### src/rtl/fft_pkg.sv
// Shared FFT pipeline definitions: output-serializer FSM encoding and pair record layout.
package fft_pkg;

  typedef enum logic [1:0] {
    StIdle   = 2'd0,
    StFirst  = 2'd1,
    StSecond = 2'd2
  } ser_state_e;

  // A butterfly pair record is {re1, im1, re2, im2}, each field bit_width wide.
  localparam int unsigned PairFields = 4;

endpackage

### src/rtl/butterfly_pair_serializer_if.sv
// Pair input and serial output bundle of the butterfly pair serializer.
interface butterfly_pair_serializer_if #(
  parameter int unsigned bit_width = 16
);
  logic signed [bit_width-1:0] Re_i1;
  logic signed [bit_width-1:0] Im_i1;
  logic signed [bit_width-1:0] Re_i2;
  logic signed [bit_width-1:0] Im_i2;
  logic                        in_valid;
  logic                        in_ready;
  logic signed [bit_width-1:0] Re_o;
  logic signed [bit_width-1:0] Im_o;
  logic                        out_valid;
  logic                        out_second;
  logic                        out_ready;
  logic                        overflow;

  modport master (
    output Re_i1, Im_i1, Re_i2, Im_i2, in_valid, out_ready,
    input  in_ready, Re_o, Im_o, out_valid, out_second, overflow
  );

  modport slave (
    input  Re_i1, Im_i1, Re_i2, Im_i2, in_valid, out_ready,
    output in_ready, Re_o, Im_o, out_valid, out_second, overflow
  );
endinterface

### src/rtl/pair_fifo.sv
// Synchronous FIFO for butterfly pairs; full/empty decoded from the registered count.
module pair_fifo #(
  parameter int unsigned width = 64,
  parameter int unsigned depth = 4
) (
  input  logic             clk,
  input  logic             rst_n,
  input  logic             push,
  input  logic [width-1:0] wdata,
  input  logic             pop,
  output logic [width-1:0] rdata,
  output logic             full,
  output logic             empty
);
  localparam int unsigned PtrW = $clog2(depth);

  logic [width-1:0] mem_q [depth];
  logic [PtrW-1:0]  wptr_q, rptr_q;
  logic [PtrW:0]    count_q;
  logic             do_push, do_pop;

  assign full    = (count_q == (PtrW + 1)'(depth));
  assign empty   = (count_q == '0);
  assign do_push = push & ~full;
  assign do_pop  = pop & ~empty;
  assign rdata   = mem_q[rptr_q];

  always_ff @(posedge clk or negedge rst_n) begin
    if (!rst_n) begin
      wptr_q  <= '0;
      rptr_q  <= '0;
      count_q <= '0;
    end else begin
      if (do_push) wptr_q <= wptr_q + PtrW'(1);
      if (do_pop)  rptr_q <= rptr_q + PtrW'(1);
      case ({do_push, do_pop})
        2'b10:   count_q <= count_q + (PtrW + 1)'(1);
        2'b01:   count_q <= count_q - (PtrW + 1)'(1);
        default: count_q <= count_q;
      endcase
    end
  end

  // Storage is deliberately left out of reset.
  always_ff @(posedge clk) begin
    if (do_push) mem_q[wptr_q] <= wdata;
  end

endmodule

### src/rtl/butterfly_pair_serializer.sv
// Serializes buffered butterfly pairs into one complex sample per accepted cycle, upper first.
module butterfly_pair_serializer
  import fft_pkg::*;
#(
  parameter int unsigned bit_width  = 16,
  parameter int unsigned fifo_depth = 4
) (
  input logic                        clk,
  input logic                        rst_n,
  butterfly_pair_serializer_if.slave bus
);
  // Pair record kept local so its field width can follow bit_width.
  typedef struct packed {
    logic signed [bit_width-1:0] re1;
    logic signed [bit_width-1:0] im1;
    logic signed [bit_width-1:0] re2;
    logic signed [bit_width-1:0] im2;
  } pair_t;

  pair_t                       in_pair, head, pair_q, pair_d;
  logic                        fifo_full, fifo_empty, pop;
  ser_state_e                  state_q, state_d;
  logic signed [bit_width-1:0] re_q, re_d, im_q, im_d;
  logic                        valid_q, valid_d, second_q, second_d;
  logic                        overflow_q, overflow_d;

  assign in_pair = '{re1: bus.Re_i1, im1: bus.Im_i1, re2: bus.Re_i2, im2: bus.Im_i2};

  pair_fifo #(
    .width(PairFields * bit_width),
    .depth(fifo_depth)
  ) u_pair_fifo (
    .clk  (clk),
    .rst_n(rst_n),
    .push (bus.in_valid),
    .wdata(in_pair),
    .pop  (pop),
    .rdata(head),
    .full (fifo_full),
    .empty(fifo_empty)
  );

  always_comb begin
    state_d  = state_q;
    pair_d   = pair_q;
    re_d     = re_q;
    im_d     = im_q;
    valid_d  = valid_q;
    second_d = second_q;
    pop      = 1'b0;
    case (state_q)
      StIdle: begin
        valid_d = 1'b0;
        if (!fifo_empty) begin
          pop      = 1'b1;
          pair_d   = head;
          re_d     = head.re1;
          im_d     = head.im1;
          valid_d  = 1'b1;
          second_d = 1'b0;
          state_d  = StFirst;
        end
      end
      StFirst: begin
        if (bus.out_ready) begin
          re_d     = pair_q.re2;
          im_d     = pair_q.im2;
          second_d = 1'b1;
          state_d  = StSecond;
        end
      end
      StSecond: begin
        if (bus.out_ready) begin
          // Chain straight into the next pair to keep one sample per cycle.
          if (!fifo_empty) begin
            pop      = 1'b1;
            pair_d   = head;
            re_d     = head.re1;
            im_d     = head.im1;
            second_d = 1'b0;
            state_d  = StFirst;
          end else begin
            valid_d  = 1'b0;
            second_d = 1'b0;
            state_d  = StIdle;
          end
        end
      end
      default: begin
        valid_d  = 1'b0;
        second_d = 1'b0;
        state_d  = StIdle;
      end
    endcase
  end

  assign overflow_d = overflow_q | (bus.in_valid & fifo_full);

  always_ff @(posedge clk or negedge rst_n) begin
    if (!rst_n) begin
      state_q    <= StIdle;
      pair_q     <= '0;
      re_q       <= '0;
      im_q       <= '0;
      valid_q    <= 1'b0;
      second_q   <= 1'b0;
      overflow_q <= 1'b0;
    end else begin
      state_q    <= state_d;
      pair_q     <= pair_d;
      re_q       <= re_d;
      im_q       <= im_d;
      valid_q    <= valid_d;
      second_q   <= second_d;
      overflow_q <= overflow_d;
    end
  end

  assign bus.in_ready   = ~fifo_full;
  assign bus.Re_o       = re_q;
  assign bus.Im_o       = im_q;
  assign bus.out_valid  = valid_q;
  assign bus.out_second = second_q;
  assign bus.overflow   = overflow_q;

endmodule

### src/flat_wrapper.sv
// flat-port wrapper written by rule: the top's interface ports become plain ports
module butterfly_pair_serializer_flat import fft_pkg::*;
#(
  parameter int unsigned bit_width  = 16,
  parameter int unsigned fifo_depth = 4
)
  (clk, rst_n, bus_Re_i1, bus_Im_i1, bus_Re_i2, bus_Im_i2, bus_in_valid, bus_out_ready, bus_in_ready, bus_Re_o, bus_Im_o, bus_out_valid, bus_out_second, bus_overflow);
  butterfly_pair_serializer_if #(.bit_width(bit_width)) bus_i ();
  input logic clk;
  input logic rst_n;
  input wire logic [$bits(bus_i.Re_i1)-1:0] bus_Re_i1;
  input wire logic [$bits(bus_i.Im_i1)-1:0] bus_Im_i1;
  input wire logic [$bits(bus_i.Re_i2)-1:0] bus_Re_i2;
  input wire logic [$bits(bus_i.Im_i2)-1:0] bus_Im_i2;
  input wire logic [$bits(bus_i.in_valid)-1:0] bus_in_valid;
  input wire logic [$bits(bus_i.out_ready)-1:0] bus_out_ready;
  output wire logic [$bits(bus_i.in_ready)-1:0] bus_in_ready;
  output wire logic [$bits(bus_i.Re_o)-1:0] bus_Re_o;
  output wire logic [$bits(bus_i.Im_o)-1:0] bus_Im_o;
  output wire logic [$bits(bus_i.out_valid)-1:0] bus_out_valid;
  output wire logic [$bits(bus_i.out_second)-1:0] bus_out_second;
  output wire logic [$bits(bus_i.overflow)-1:0] bus_overflow;
  assign bus_i.Re_i1 = bus_Re_i1;
  assign bus_i.Im_i1 = bus_Im_i1;
  assign bus_i.Re_i2 = bus_Re_i2;
  assign bus_i.Im_i2 = bus_Im_i2;
  assign bus_i.in_valid = bus_in_valid;
  assign bus_i.out_ready = bus_out_ready;
  assign bus_in_ready = bus_i.in_ready;
  assign bus_Re_o = bus_i.Re_o;
  assign bus_Im_o = bus_i.Im_o;
  assign bus_out_valid = bus_i.out_valid;
  assign bus_out_second = bus_i.out_second;
  assign bus_overflow = bus_i.overflow;
  butterfly_pair_serializer #(.bit_width(bit_width), .fifo_depth(fifo_depth)) u_core (.clk(clk), .rst_n(rst_n), .bus(bus_i));
endmodule
### config.mk
export PLATFORM = sky130hd
export DESIGN_NAME = butterfly_pair_serializer_flat
export DESIGN_NICKNAME = d
export VERILOG_FILES = /design/src/rtl/fft_pkg.sv /design/src/rtl/butterfly_pair_serializer_if.sv /design/src/rtl/pair_fifo.sv /design/src/rtl/butterfly_pair_serializer.sv /design/src/flat_wrapper.sv
export SDC_FILE = /design/constraint.sdc
export NUM_CORES = 1
export LEC_CHECK = 0
export ABC_AREA = 1
export BUFFER_PORTS_ARGS = -buffer_cell sky130_fd_sc_hd__buf_2
export CAP_MARGIN = 20
export CORE_UTILIZATION = 40
export DETAILED_ROUTE_END_ITERATION = 16
export GPL_TIMING_DRIVEN = 0
export PLACE_DENSITY = 0.66
export RECOVER_POWER = 25
export SLEW_MARGIN = 20
export SYNTH_ARGS = -nofsm -noshare
export SYNTH_HDL_FRONTEND = slang
export SYNTH_HIERARCHICAL = 1
export SYNTH_SLANG_ARGS = --single-unit
export TNS_END_PERCENT = 50
### constraint.sdc
create_clock -name clk -period 11.9 [get_ports clk]
set_input_delay 2.975 -clock clk [delete_from_list [all_inputs] [get_ports clk]]
set_output_delay 2.975 -clock clk [all_outputs]
set_load 0.01 [all_outputs]
==> summary.txt, run 1 <==
GRT Total Usage = 0.187
Initial antenna violation count = 0
Nets = 1438
Yosys warning total = 6
Fill count = 3039
Critical path launch point type = register
Die width = 188 µm
Ys async rst share = 0.227
Final WL = 32600 µm
Area share of the largest cell type after synthesis = 0.558
Post-synthesis cell type count = 21
Most used flip-flop cell after synthesis = edfxtp_1
Hold buffers post-CTS = 0
Synth Area in Adders = 0.00600
Final period util = 0.372
Syn nets = 1285
Number of diodes = 0
Multi-input gate area = 0.00318 mm²
Vias = 8975
Clock root cell = clkbuf_16
Status = finished with violations
Slew Limit Fails = 33
Leak Pwr = 6.99 nW
Worst VDD drop = 0.121 mV
Number of nets with antenna violations after routing = 0
# setup viols final = 0
Avg Cell Area, Syn = 11.4 µm²
Setup bufs post-CTS = 0
Worst path top cell family by delay = flip-flops
Max-cap viol count = 1
Largest family of logic cells by synthesized area = simple AND/OR/NAND/NOR gates
Max frequency = 0.226 GHz
Mapped Area = 0.0138 mm²
Post-detailed-route wirelength per cell = 17.8 µm
CTS H-tree lvls = 2
Clk_lat worst skew = 0.52 ns
Critical Path RT = 8.93 ns
Core region area = 0.0337 mm²
Clock Sink Count = 331
XOR/XNOR share of the synthesized area = 0.000636
Crit Path Class = reg2out
Buf/Inv on CP = 4
Mux cell area share after synthesis = 0
Die area = 0.0352 mm²
#FFs+latches synth = 331
Tmin final = 4.42 ns
CTS tree = built
Clk slew on worst S/H paths = 0.06 ns
Pwr/cell area = 273 mW/mm²
CTS Buf Count = 35
Syn Inst Count = 1211
Simple-gate share of the synthesized area = 0.151
Post-layout util = 0.480
Port Buffers = 103
Slowest-stage cell, CP = dfrtp_1
# IOs = 104
Top post-synthesis cells by area = edfxtp_1 56%, dfrtp_1 14%, nand2_1 12%
Clk buf depth = 3
Sum of negative setup slack = 0 ns
Worst Hold Class = reg2reg
Row count = 67
Violated checks = capacitance limit, slew limit
Vias in the first global route = 8797
Area growth, synth to finish = 17.6%
Share of cells above drive strength 1 = 0.138
RSZ-0062 raised after global routing = false
Total grt overflow = 0
CP endpoint kind = output pin
Final hold violations = 0
Relative slew slack = -0.396
Slowest cell delay on critical path = 0.40 ns
Post-DP HPWL = 23000 µm
DRC errors left = 0
Seq/Total Area, Yosys = 0.695
Worst path most repeated cell = inv_1
Crit-path cells = inv_1 -> nand3_1 -> inv_1 -> inv_1 -> buf_2
Worst slew pin tran = 2.09 ns
Synth Area in Compound Gates = 0.0711
EDFF count, synth = 256
Synth top cells by count = 440 x nand2_1, 256 x edfxtp_1, 148 x inv_1, 128 x o211ai_1, 75 x dfrtp_1
Starting Density = 0.408
Dominant cell type by area after synthesis = edfxtp_1
WP data arrival = 1.45 ns
Most instantiated library cell after synthesis = nand2_1
Clock skew = 0.0111 ns
First-iteration detailed-routing DRC count = 680
Die Y = 188 µm
Routability Congestion = 0.876
Vias per cell = 4.89
Drt pass-1 iters = 6
Register area = 0.00956 mm²
Largest net degree at the start of global routing = 44
PostCTS Resize Cnt = 0
First-pass GRT wire length = 50100 µm
Critical Path Fanout Max = 4
[state kept, by name (all words and copies together) (netlist names)]
name,count
u_core/u_pair_fifo/count_q,3
u_core/bus.out_valid,1
u_core/u_pair_fifo/wptr_q,2
u_core/state_q,2
u_core/bus.overflow,1
u_core/bus.Re_o,16
u_core/u_pair_fifo/mem_q,256
u_core/bus.Im_o,16
u_core/pair_q,32
u_core/u_pair_fifo/rptr_q,2
[power breakdown]
part           switching, mW  leakage [nW]  internal, mW
registers              0.141          3.27          1.57
logic                   1.11          3.19         0.576
clock network          0.425         0.524         0.597
[layout by cell type (no fill, tap or decap)]
cell / instances
nand2_1: 440
edfxtp_1: 256
inv_1: 148
o211ai_1: 128
buf_2: 91
dfrtp_1: 75
nand3_1: 73
clkbuf_1: 57
clkbuf_16: 36
buf_6: 20
buf_4: 10
clkinv_1: 8
buf_12: 8
clkinv_2: 5
nor2_4: 5
ha_1: 5
buf_16: 5
nand2_2: 3
inv_2: 3
bufinv_16: 2
o21ai_0: 2
inv_6: 1
clkinv_8: 1
clkinvlp_4: 1
a21o_1: 1
nand3_2: 1
xnor2_1: 1
nand4_1: 1
fa_1: 1
[per-layer routing]
layer	track usage	wire (µm)	vias to the layer above
li1	-	-	4382
met1	0.249	13900	4302
met3	0.0374	2010	55
met5	0	0	-
met4	0.0610	814	0
met2	0.309	15900	236
[final timing paths]
path | depth (start not counted) | start | endpoint | slack, ns
worst max-delay path | 5 | u_core/u_pair_fifo/count_q[0] | bus_in_ready | 7.48
worst min-delay path | 1 | u_core/bus.overflow | u_core/bus.overflow | 0.45
worst max register to register | 16 | u_core/u_pair_fifo/count_q[0] | u_core/u_pair_fifo/count_q[2] | 9.35
worst min register to register | 1 | u_core/bus.overflow | u_core/bus.overflow | 0.45
max in group asynchronous | 1 | rst_n | u_core/bus.Re_o[5] | 7.63
min in group asynchronous | 1 | rst_n | u_core/bus.Im_o[12] | 3.06
[cells by family after synthesis]
family,count (synthesis)
AOI/OAI and AO/OA,131
xor gates and xnor gates,1
DFF,331
adders and majority gates,6
buffers and inverters,219
and+or+nand+nor,523
[through the flow]
step	total power [mW]	worst slack [ns]	instances	cell area [µm²]	hold slack (ns)
2_1_floorplan	2.79	5.61	1211	13800	0.446
3_3_place_gp	3.34	3.22	1762	14800	0.436
3_5_place_dp	3.42	7.04	1775	15200	0.441
4_1_cts	4.45	7.45	1836	16200	0.455
5_1_grt	4.69	7.29	1836	16200	0.479
6_report	4.42	7.48	1836	16200	0.452
[area by class of cell]
cell class / instances / share of cell area
repair buffers: 116 / 0.0467
clock inverters: 18 / 0.00912
plain buffers: 68 / 0.0300
inverters: 151 / 0.0350
clock buffers: 43 / 0.0573
multi-input cells: 661 / 0.196
flip-flops and latches: 331 / 0.591
well taps: 448 / 0.0346
No activity file was read; power rests on OpenSTA's default activity.
==> run 2: changes to the inputs <==
Settings changed: ABC_AREA 1 to 0.
Clock period 11.9 ns to 4.5 ns, I/O delays scaled along.
==> summary.txt, run 2 <==
Share of cells above drive strength 1 = 0.415 (+0.276)
Clock Sink Count = 331 (unchanged)
Max frequency = 0.348 GHz
Nets = 781 (-46%)
Leak Pwr = 5.35 nW (-23%)
Slowest-stage cell, CP = fa_1
Largest net degree at the start of global routing = 52 (+18%)
Top post-synthesis cells by area = edfxtp_1 60%, dfrtp_1 15%, mux4_2 11%
FF-to-FF path depth = 12 (-4)
WP data arrival = 3.29 ns (+1.84 ns)
Vias in the first global route = 6512 (-26%)
Combinational Power Share = 0.337 (-0.044)
Setup bufs post-CTS = 0 (unchanged)
EDFF count, synth = 256 (unchanged)
R2r startpoint = u_core/u_pair_fifo/count_q[0]
Clock skew = 0.00994 ns (-0.00118 ns)
First-pass GRT wire length = 38800 µm (-23%)
PostCTS Resize Cnt = 0 (unchanged)
HP Start = u_core/bus.overflow
Internal = 8.00 mW (+190%)
Syn Inst Count = 562 (-54%)
Port Buffers = 103 (unchanged)
Final hold violations = 0 (unchanged)
DRC errors left = 0 (unchanged)
Crit Path Class = in2reg
Avg Cell Area, Syn = 22.7 µm² (+100%)
Worst VDD drop = 0.344 mV (+180%)
Yosys warning total = 6 (unchanged)
Mapped Area = 0.0128 mm² (-7.3%)
CTS tree = built
Core region area = 0.0315 mm² (-6.6%)
Area growth, synth to finish = 17.7% (about the same)
Slew Limit Fails = 25 (-24%)
R2r endpoint = u_core/u_pair_fifo/count_q[2]
Critical path launch point type = primary input
Status = finished with violations
Total power = 11.1 mW (+150%)
Max-cap viol count = 1 (unchanged)
Row count = 65 (-3.0%)
Hold Path Sink = u_core/bus.overflow
Post-DP HPWL = 16000 µm (-30%)
Biggest register = u_core/u_pair_fifo/mem_q
Clock share of power = 0.258 (+0.027)
Setup WS post-layout = 1.63 ns (-5.85 ns)
Violated checks = capacitance limit, slew limit
Most instantiated library cell after synthesis = edfxtp_1
# IOs = 104 (unchanged)
Vias = 5870 (-35%)
Seq/Total Area, Yosys = 0.750 (+0.0548)
Most used flip-flop cell after synthesis = edfxtp_1
Tmin final = 2.87 ns
CP endpoint kind = register
Slowest cell delay on critical path = 0.37 ns (-0.03 ns)
Clk slew on worst S/H paths = 0.06 ns (about the same)
Die width = 181 µm (-3.7%)
Commonest non-fill, non-tap cell in the layout = edfxtp_1
Post-Place Cells = 1072 (-40%)
Syn nets = 636 (-51%)
Total grt overflow = 0 (unchanged)
Routability Congestion = 0.704 (-20%)
R2R Setup Slk = 1.74 ns (-7.61 ns)
Pre-CTS WS = 1.11 ns (-5.92 ns)
Starting Density = 0.405 (-0.00308)
Hold buffers post-CTS = 0 (unchanged)
Area share of the largest cell type after synthesis = 0.603 (+0.0440)
GRT Total Usage = 0.159 (-0.0287)
Critical Path Fanout Max = 10 (+6)
Final WL = 25000 µm (-23%)
Clk buf depth = 3 (unchanged)
Clock root cell = clkbuf_16
Initial antenna violation count = 4 (+4)
Most frequent cells in the layout = 256 x edfxtp_1, 75 x dfrtp_1, 66 x mux2_2
Crit-path cells = buf_2 -> nand2b_1 -> nand2_2 -> buf_2 -> inv_1 -> o31a_2 -> ha_1 -> inv_1 -> fa_1 -> xor2_1 -> nor2_1 -> xor2_1
Largest registers = u_core/u_pair_fifo/mem_q: 256 flops, u_core/pair_q: 32 flops
Sum of negative setup slack = 0 ns (unchanged)
Ys async rst share = 0.227 (unchanged)
CTS H-tree lvls = 2 (unchanged)
Net Switching = 3.14 mW (+88%)
Drt pass-1 iters = 5 (-1)
RSZ-0062 raised after global routing = false
#FFs+latches synth = 331 (unchanged)
Synth top cells by count = 256 x edfxtp_1, 75 x dfrtp_1, 66 x mux2_2, 64 x mux4_2, 31 x mux2_4
Worst Hold Class = reg2reg
Sw frac = 0.282 (-0.0967)
Final Hold Slack = 0.457 ns (+0.00462 ns)
CTS Buf Count = 35 (unchanged)
# setup viols final = 0 (unchanged)
Relative slew slack = -0.105 (+0.291)
Critical Path RT = 4.92 ns (-4.01 ns)
Finished Layout Cells = 1138 (-38%)
Number of nets with antenna violations after routing = 0 (unchanged)
Max reg flops = 256 (unchanged)
Worst slew pin tran = 1.66 ns (-0.437 ns)
Flop pwr share = 0.405 (+0.017)
Pwr/cell area = 741 mW/mm² (+170%)
Dominant cell type by area after synthesis = edfxtp_1
Post-synthesis cell type count = 32 (+52%)
Die area = 0.0326 mm² (-7.2%)
Vias per cell = 5.16 (+5.5%)
Post-detailed-route wirelength per cell = 22.0 µm (+24%)
Final period util = 0.638
First-iteration detailed-routing DRC count = 347 (-49%)
Die Y = 181 µm (-3.7%)
Clk_lat worst skew = 0.50 ns (-0.02 ns)
WHS Path Cells = 1 (unchanged)
==> run 2: cell types whose count changed in the layout (fill, tap and decap cells not counted), sizes merged, moves of 4 or more <==
cell / before / now
buf: 134 / 84
and3: 0 / 4
nand3: 74 / 0
mux4: 0 / 64
mux2: 0 / 97
inv: 152 / 11
o211ai: 128 / 0
nand2: 443 / 3
==> run 2: through the flow <==
step	area, µm²	utilization
after CTS	15100	0.479
after global placement	13800	0.438
after detailed placement	13900	0.442
after floorplan	12800	-
final	15000	0.477
after global routing	15000	0.477
==> run 2: kinds of logic (layout without fill, tap and decap cells) <==
group	after synthesis	count (layout)	synth area share
mux	162	162	0.208
simple gates	14	14	0.00755
flops	331	331	0.750
other cells	0	3	0
compound gates	8	8	0.00500
buf+inv	35	206	0.0187
fa+ha+maj	6	6	0.00647
xor+xnor	6	6	0.00412
==> run 2: worst max-delay path, delay by kind of cell <==
family	cells	cell delay [ns]
buffers and inverters	4	0.57
adders and majority gates	2	0.57
and+or+nand+nor	3	0.52
xor gates and xnor gates	2	0.32
AOI/OAI and AO/OA	1	0.18
==> run 2: power groups by stage <==
stage / Combinational (mW) / Clock (mW) / Sequential, mW
floorplan: 2.72 / 0 / 4.55
global placement: 3.66 / 0 / 4.55
detailed placement: 3.83 / 0 / 4.57
CTS: 3.84 / 2.93 / 4.52
global route: 4.03 / 3.06 / 4.58
finish: 3.75 / 2.87 / 4.51
==> run 2: how the worst max path moves through the flow <==
stage               slack (ns)  cells past startpoint                       endpoint     startpoint
finish                    1.63                     12  u_core/u_pair_fifo/count_q[2]  bus_out_ready
global route              1.45                     12  u_core/u_pair_fifo/count_q[2]  bus_out_ready
CTS                       1.62                     12  u_core/u_pair_fifo/count_q[2]  bus_out_ready
detailed placement        1.11                     12  u_core/u_pair_fifo/count_q[2]  bus_out_ready
global placement          1.25                     12  u_core/u_pair_fifo/count_q[2]  bus_out_ready
floorplan                 1.66                     11  u_core/u_pair_fifo/count_q[2]  bus_out_ready
==> run 2: metal layers <==
| metal | part of all wire | vias to the layer above | track usage |
|---|---|---|---|
| met3 | 0.066 | 36 | 0.0366 |
| met1 | 0.40 | 3120 | 0.198 |
| li1 | - | 2568 | - |
| met2 | 0.52 | 142 | 0.276 |
| met5 | 0.00092 | - | 0 |
| met4 | 0.018 | 4 | 0.0434 |
==> run 2: cell type report <==
type,count,area [µm²]
Fill cell,2545,16500
Sequential cell,331,9560
Multi-Input combinational cell,196,2970
Clock buffer,47,993
Timing Repair Buffer,108,566
Tap cell,402,503
Buffer,24,198
Clock inverter,16,174
Inverter,11,41.3
Antenna cell,3,7.51
==> run 3: changes to the inputs <==
Clock period 4.5 ns to 2.7 ns, I/O delays scaled along.
==> summary.txt, run 3 (synthesis gave the netlist of run 2 again) <==
Internal = 13.3 mW (+67%)
R2r startpoint = u_core/u_pair_fifo/count_q[0]
Buf/Inv on CP = 3 (-1)
Worst path top cell family by delay = adder cells
Area growth, synth to finish = 17.8% (about the same)
Pre-CTS WS = -0.236 ns (-1.35 ns)
Biggest register = u_core/u_pair_fifo/mem_q
Total power = 18.6 mW (+67%)
Clock Sink Count = 331 (unchanged)
Slowest-stage cell, CP = dfrtp_1
RSZ-0062 raised after global routing = false
CTS Buf Count = 35 (unchanged)
Setup WS post-layout = 0.192 ns (-1.44 ns)
Largest net degree at the start of global routing = 52 (unchanged)
Most frequent cells in the layout = 256 x edfxtp_1, 75 x dfrtp_1, 66 x mux2_2
Largest registers = u_core/u_pair_fifo/mem_q: 256 flops, u_core/pair_q: 32 flops
Port Buffers = 103 (unchanged)
Clk_lat worst skew = 0.49 ns (about the same)
Slew Limit Fails = 25 (unchanged)
Row count = 65 (unchanged)
Routed length on met3 = 1510 µm (-8.6%)
Max-cap viol count = 1 (unchanged)
End point of the critical path = u_core/u_pair_fifo/count_q[2]
# IOs = 104 (unchanged)
Die Y = 181 µm (unchanged)
First-iteration detailed-routing DRC count = 329 (-5.2%)
Drt pass-1 iters = 4 (-1)
Final hold violations = 0 (unchanged)
Starting Density = 0.405 (unchanged)
Combinational Power Share = 0.338 (about the same)
# setup viols final = 0 (unchanged)
GRT Total Usage = 0.159 (unchanged)
Worst VDD drop = 0.575 mV (+67%)
Metal-1 WL = 10100 µm (+2.1%)
Leak Pwr = 5.36 nW (+0.11%)
Vias in the first global route = 6513 (+0.015%)
Core region area = 0.0315 mm² (unchanged)
Flop pwr share = 0.405 (about the same)
Critical Path RT = 3.11 ns (-1.81 ns)
Clk buf depth = 3 (unchanged)
Worst slew pin tran = 1.66 ns (-0.000157 ns)
Total grt overflow = 0 (unchanged)
Crit-path cells = nor3_1 -> nor2_1 -> nand2_2 -> buf_4 -> inv_1 -> o31a_2 -> ha_1 -> inv_1 -> fa_1 -> xor2_1 -> nor2_1 -> xor2_1
Final period util = 0.929
Share of cells above drive strength 1 = 0.416 (+0.000797)
Max frequency = 0.399 GHz
Crit Path Class = reg2reg
Max reg flops = 256 (unchanged)
Number of nets with antenna violations after routing = 0 (unchanged)
Critical path launch point type = register
CP startpoint = u_core/u_pair_fifo/count_q[0]
CTS tree = built
Die area = 0.0326 mm² (unchanged)
CP endpoint kind = register
Nets = 782 (+0.13%)
FF-to-FF path depth = 12 (unchanged)
Status = finished with violations
Post-detailed-route wirelength per cell = 22.0 µm (about the same)
Clock share of power = 0.258 (about the same)
Routability Congestion = 0.704 (unchanged)
CP Depth = 12 (unchanged)
Metal2 WL = 12900 µm (-0.19%)
Worst Hold Class = in2reg
DRC errors left = 0 (unchanged)
Vias = 5932 (+1.1%)
Violated checks = capacitance limit, slew limit
Post-DP HPWL = 16000 µm (unchanged)
R2R Setup Slk = 0.19 ns (-1.55 ns)
Sw frac = 0.282 (about the same)
First-pass GRT wire length = 38800 µm (unchanged)
DR top layer = met5
Clock root cell = clkbuf_16
Commonest non-fill, non-tap cell in the layout = edfxtp_1
Net Switching = 5.24 mW (+67%)
Die width = 181 µm (unchanged)
Relative slew slack = -0.105 (about the same)
Clock skew = 0.00899 ns (-0.000954 ns)
Tmin final = 2.51 ns
Slowest cell delay on critical path = 0.44 ns (+0.07 ns)
Critical Path Fanout Max = 10 (unchanged)
Hold buffers post-CTS = 0 (unchanged)
Pwr/cell area = 1240 mW/mm² (+67%)
Clk slew on worst S/H paths = 0.06 ns (about the same)
Vias per cell = 5.21 (+0.97%)
R2r endpoint = u_core/u_pair_fifo/count_q[2]
WP data arrival = 2.92 ns (-0.37 ns)
Final WL = 25000 µm (about the same)
CTS H-tree lvls = 2 (unchanged)
Initial antenna violation count = 4 (unchanged)
[run 3: what timing repair did]
item / in CTS / in global routing
gates resized for setup: 1 / 0
setup buffers: 1 / 0
endpoints found under the setup margin: 1 / 0
[run 3: power by group through the flow]
stage          clock network (mW)  logic [mW]  registers, mW
3_3_place_gp                    0        6.09           7.58
2_1_floorplan                   0        4.53           7.58
5_1_grt                      5.09        6.73           7.64
6_report                     4.79        6.27           7.52
3_5_place_dp                    0        6.38           7.62
4_1_cts                      4.89        6.43           7.53
[run 3: per-layer routing]
metal / up-vias / GRT usage
met3: 36 / 0.0366
met5: - / 0
li1: 2567 / -
met2: 158 / 0.277
met1: 3167 / 0.198
met4: 4 / 0.0424
[run 3: layout make-up]
class,count,area [µm²]
Antenna cell,3,7.51
Buffer,24,200
Clock buffer,47,993
Clock inverter,16,174
Fill cell,2545,16400
Inverter,11,41.3
Multi-Input combinational cell,196,2970
Sequential cell,331,9560
Tap cell,402,503
Timing Repair Buffer,109,573
[run 3: worst min path at each step]
stage	startpoint	to	slack, ns	depth (start not counted)
2_1_floorplan	rst_n	u_core/bus.Im_o[0]	0.38	0
3_3_place_gp	u_core/bus.overflow	u_core/bus.overflow	0.45	1
3_5_place_dp	u_core/bus.overflow	u_core/bus.overflow	0.45	1
4_1_cts	rst_n	u_core/bus.Re_o[13]	0.1	1
5_1_grt	bus_Im_i1[6]	u_core/u_pair_fifo/mem_q[0][38]	0.39	1
6_report	bus_Re_i1[1]	u_core/u_pair_fifo/mem_q[3][49]	0.40	1
[run 3: per-stage QoR]
stage                     setup TNS (ns)  instances  hold slack, ns  instance area, µm²  utilization
after floorplan                        0        562           0.379               12800            -
after global placement            -13.57       1067           0.446               13800        0.438
after detailed placement          -0.322       1072           0.452               13900        0.442
after CTS                              0       1136          0.0958               15100        0.479
after global routing                   0       1136           0.395               15000        0.477
final                                  0       1139           0.397               15000        0.477
